$ cat config.mk
export PLATFORM = sky130hd
export DESIGN_NAME = demux_32bit_buf
export DESIGN_NICKNAME = d
export VERILOG_FILES = /design/src/rtl/demux_32bit_buf.sv
export SDC_FILE = /design/constraint.sdc
export NUM_CORES = 1
export LEC_CHECK = 0
export BUFFER_PORTS_ARGS = -buffer_cell sky130_fd_sc_hd__buf_4
export CORE_ASPECT_RATIO = 1.25
export CORE_MARGIN = 10
export CORE_UTILIZATION = 39
export DETAILED_ROUTE_END_ITERATION = 6
export PLACE_DENSITY_LB_ADDON = 0.12
export SLEW_MARGIN = 30
export SYNTH_ARGS = -nofsm -noshare
export SYNTH_HDL_FRONTEND = slang
export SYNTH_SLANG_ARGS = --single-unit
$ cat constraint.sdc
create_clock -name clk -period 4.8 [get_ports clk]
set_input_delay 0.48 -clock clk [delete_from_list [all_inputs] [get_ports clk]]
set_output_delay 0.48 -clock clk [all_outputs]
set_load 0.01 [all_outputs]
$ cat src/rtl/demux_32bit_buf.sv
// Buffered 1:2 demux: one valid/ready input steered by in_sel into two FIFOs.
// Optional pop counters on each output when DEMUX_STATS_EN is defined.
module demux_32bit_buf #(
  parameter int WIDTH = 32,
  parameter int DEPTH = 2
) (
  input  logic             clk,
  input  logic             rst_n,
  input  logic [WIDTH-1:0] in_data,
  input  logic             in_sel,
  input  logic             in_valid,
  output logic             in_ready,
  output logic [WIDTH-1:0] y0_data,
  output logic             y0_valid,
  input  logic             y0_ready,
  output logic [WIDTH-1:0] y1_data,
  output logic             y1_valid,
  input  logic             y1_ready
`ifdef DEMUX_STATS_EN
  ,
  output logic [15:0]      y0_count,
  output logic [15:0]      y1_count
`endif
);

  localparam int AW = $clog2(DEPTH);
  localparam logic [AW:0] FULL_CNT = (AW+1)'(DEPTH);

  logic [WIDTH-1:0]   mem [2][DEPTH];
  logic [1:0][AW-1:0] wp;
  logic [1:0][AW-1:0] rp;
  logic [1:0][AW:0]   cnt;
  logic [1:0]         full;
  logic [1:0]         valid;
  logic [1:0]         push;
  logic [1:0]         pop;
  logic [1:0]         rdy;

  always_comb begin
    full  = '0;
    valid = '0;
    for (int i = 0; i < 2; i++) begin
      full[i]  = (cnt[i] == FULL_CNT);
      valid[i] = (cnt[i] != '0);
    end
  end

  // Ready depends only on the selected FIFO, so a full
  // sibling never stalls traffic to the other side.
  assign in_ready = ~full[in_sel];
  assign rdy      = {y1_ready, y0_ready};
  assign pop      = valid & rdy;
  assign push     = {in_valid & in_ready & in_sel,
                     in_valid & in_ready & ~in_sel};

  always_ff @(posedge clk or negedge rst_n) begin
    if (!rst_n) begin
      wp  <= '0;
      rp  <= '0;
      cnt <= '0;
      for (int i = 0; i < 2; i++)
        for (int j = 0; j < DEPTH; j++)
          mem[i][j] <= '0;
    end else begin
      for (int i = 0; i < 2; i++) begin
        if (push[i]) begin
          mem[i][wp[i]] <= in_data;
          wp[i]         <= wp[i] + AW'(1);
        end
        if (pop[i])
          rp[i] <= rp[i] + AW'(1);
        unique case (1'b1)
          push[i] & ~pop[i]: cnt[i] <= cnt[i] + 1'b1;
          pop[i] & ~push[i]: cnt[i] <= cnt[i] - 1'b1;
          default:           cnt[i] <= cnt[i];
        endcase
      end
    end
  end

  assign y0_data  = mem[0][rp[0]];
  assign y1_data  = mem[1][rp[1]];
  assign y0_valid = valid[0];
  assign y1_valid = valid[1];

`ifdef DEMUX_STATS_EN
  always_ff @(posedge clk or negedge rst_n) begin
    if (!rst_n) begin
      y0_count <= '0;
      y1_count <= '0;
    end else begin
      if (pop[0] && y0_count != 16'hFFFF)
        y0_count <= y0_count + 16'd1;
      if (pop[1] && y1_count != 16'hFFFF)
        y1_count <= y1_count + 16'd1;
    end
  end
`endif

endmodule
==> flow_summary.json <==
{
  "die_area_mm2": 0.0209,
  "drtIter0Drc": 170,
  "fmax_ghz": 0.408,
  "post-route-cell-area_mm2": 0.00765,
  "power.leakage_nw": 3.49,
  "post-cts-setup-buffer-count": 0,
  "ys_seq_elements": 136,
  "synthCells": 381,
  "period_minus_slack_ps": 2450,
  "syn2layout_area_growth_pct": 26.9,
  "ios": 105,
  "grt_overflow": 0,
  "cp.arrival_ps": 1970,
  "setup_viol": 0,
  "syn_nets": 421,
  "grt_usage": 0.131,
  "end_kind": "primary output",
  "die_w_um": 131,
  "slowest_delay_ps": 960,
  "wirelength_um": 13100,
  "cp_top_family": "flip-flops",
  "routabilityCongestion": 0.648,
  "p_per_area_mw_per_mm2": 780,
  "port_buffers": 104,
  "critPathLaunchType": "register",
  "num_antenna_cells": 0,
  "fill_cells": 1321,
  "grt_max_degree": 107,
  "initial_utilization": 0.400,
  "holdBufCountCts": 0,
  "cts_tree": "yes",
  "cts_resized": 0,
  "final_cell_mix": "mux2_2 (157), dfrtp_1 (134), buf_4 (108)",
  "drive_above_1_share": 0.665,
  "worstMarginPinSlew_ps": 922,
  "synth_area_mm2": 0.00603,
  "cp_num_buf_inv": 1,
  "maxSlewViolCount": 0,
  "critPathRequiredTime_ps": 4320,
  "clk_latency_ps": 410,
  "h-tree-depth": 4,
  "grt_pass1_vias": 3968,
  "clk_pin_slew_ps": 50,
  "cts_buffers": 17,
  "finalSetupTns_ps": 0,
  "firstDrtPassIters": 4,
  "hold_viol_final": 0,
  "drt-wirelength-per-cell_um": 18.5,
  "min_path_type": "primary input to async pin",
  "cts.path.max_buffers": 2,
  "rows": 50,
  "reg2reg_from": "cnt[1]",
  "place_hpwl_um": 8570,
  "ant_nets": 0,
  "ys_seq_area_frac": 0.564,
  "via_count": 3449,
  "grt_pass1_wl_um": 21800,
  "dp_cells": 677,
  "viasPerCell": 4.86,
  "ys_types": 21,
  "critPathMaxFanout": 33,
  "fp.dieH_um": 159,
  "syn_avg_cell_area_um2": 15.8,
  "path_cells": "mux2_2, buf_4",
  "critPathLaunch": "rp[1]",
  "final_common_cell": "mux2_2",
  "post-route-drc-count": 0,
  "place_area_mm2": 0.00701,
  "core-area_mm2": 0.0151,
  "period_share": 0.511,
  "clock-sinks": 136,
  "nNetsFinal": 528,
  "irDropWorstVdd_v": 0.000448,
  "finClkSkew_ps": 5.47,
  "slew-limit-headroom": 0.383,
  "rsz0062_at_grt": "false",
  "critPathKind": "register to primary output",
  "final_cells": 709,
  "drv_cap": 0,
  "cp_slowest_cell": "dfrtp_2",
  "antenna_found_initial": 0,
  "ys_warn_count": 0,
  "outcome": "finished clean",
  "root_buffer": "clkbuf_16"
}
## path summary, 6_finish.rpt
kind / endpoint / cells after the start / slack, ps
setup / recovery: y1_data[24] / 2 / 2350
hold / removal: mem[27] / 1 / 180
setup reg to reg: mem[104] / 4 / 2590
hold reg to reg: mem[101] / 1 / 480
max in group asynchronous: rp[1] / 2 / 3660
min in group clk: mem[101] / 2 / 320
## registers in the layout, indices dropped and copies added (netlist names)
register and flops:
rp 2, cnt 4, mem 128, wp 2
## through the flow
stage | utilization | hold slack (ps) | power (mW) | setup WS [ps]
after floorplan | - | 184 | 3.59 | 3060
after global placement | 0.465 | 463 | 4.59 | 2390
after detailed placement | 0.465 | 472 | 4.66 | 2330
after CTS | 0.508 | 232 | 6.09 | 2290
after global routing | 0.508 | 220 | 6.36 | 2220
final | 0.508 | 176 | 5.97 | 2350
## final cells by class
type                       instances  area [um^2]  area share
sequential                       136         3410       0.445
clock inverter                     8          140      0.0183
timing repair buffer             109          825       0.108
tap                              208          260      0.0340
multi-input combinational        224         2520       0.330
clock buffer                      24          502      0.0655
## cell families after synthesis
kind of cell,synth area share
mux,0.377
xor+xnor,0.0145
buf+inv,0.0199
compound gates,0.000829
flops,0.564
fa+ha+maj,0.00415
simple gates,0.0195
## cells in the mapped netlist (all sizes together)
cell / number / area, um^2
nand4: 1 / 6.26
buf: 13 / 90.1
or2: 2 / 12.5
xnor2: 6 / 52.6
a21oi: 1 / 5.00
nand2: 1 / 3.75
and2: 2 / 12.5
nor3: 2 / 20.0
nand3: 1 / 5.00
mux2: 192 / 2270
ha: 2 / 25.0
nor2: 3 / 11.3
dfrtp: 136 / 3400
or3b: 1 / 8.76
xor2: 4 / 35.0
nor2b: 2 / 12.5
clkbuf: 8 / 30.0
nand2b: 4 / 25.0
## worst reg2reg max path: cells and delay by family, from the launching register on
family	cells	cell delay, ps
muxes	1	370
DFF	1	400
buffers and inverters	1	400
and+or+nand+nor	2	930
## layer usage
layer | global-route usage | wire length, um
met1 | 0.155 | 5730
met2 | 0.213 | 6640
met4 | 0.0430 | 144
met5 | 0 | 0
met3 | 0.0501 | 626
## power by group
group	internal (mW)	switching (mW)	leakage, nW
combinational	1.53	0.896	1.55
clock	0.936	0.460	0.320
sequential	1.74	0.415	1.61
total	4.20	1.77	3.49
(Power assumes the default switching activity.)
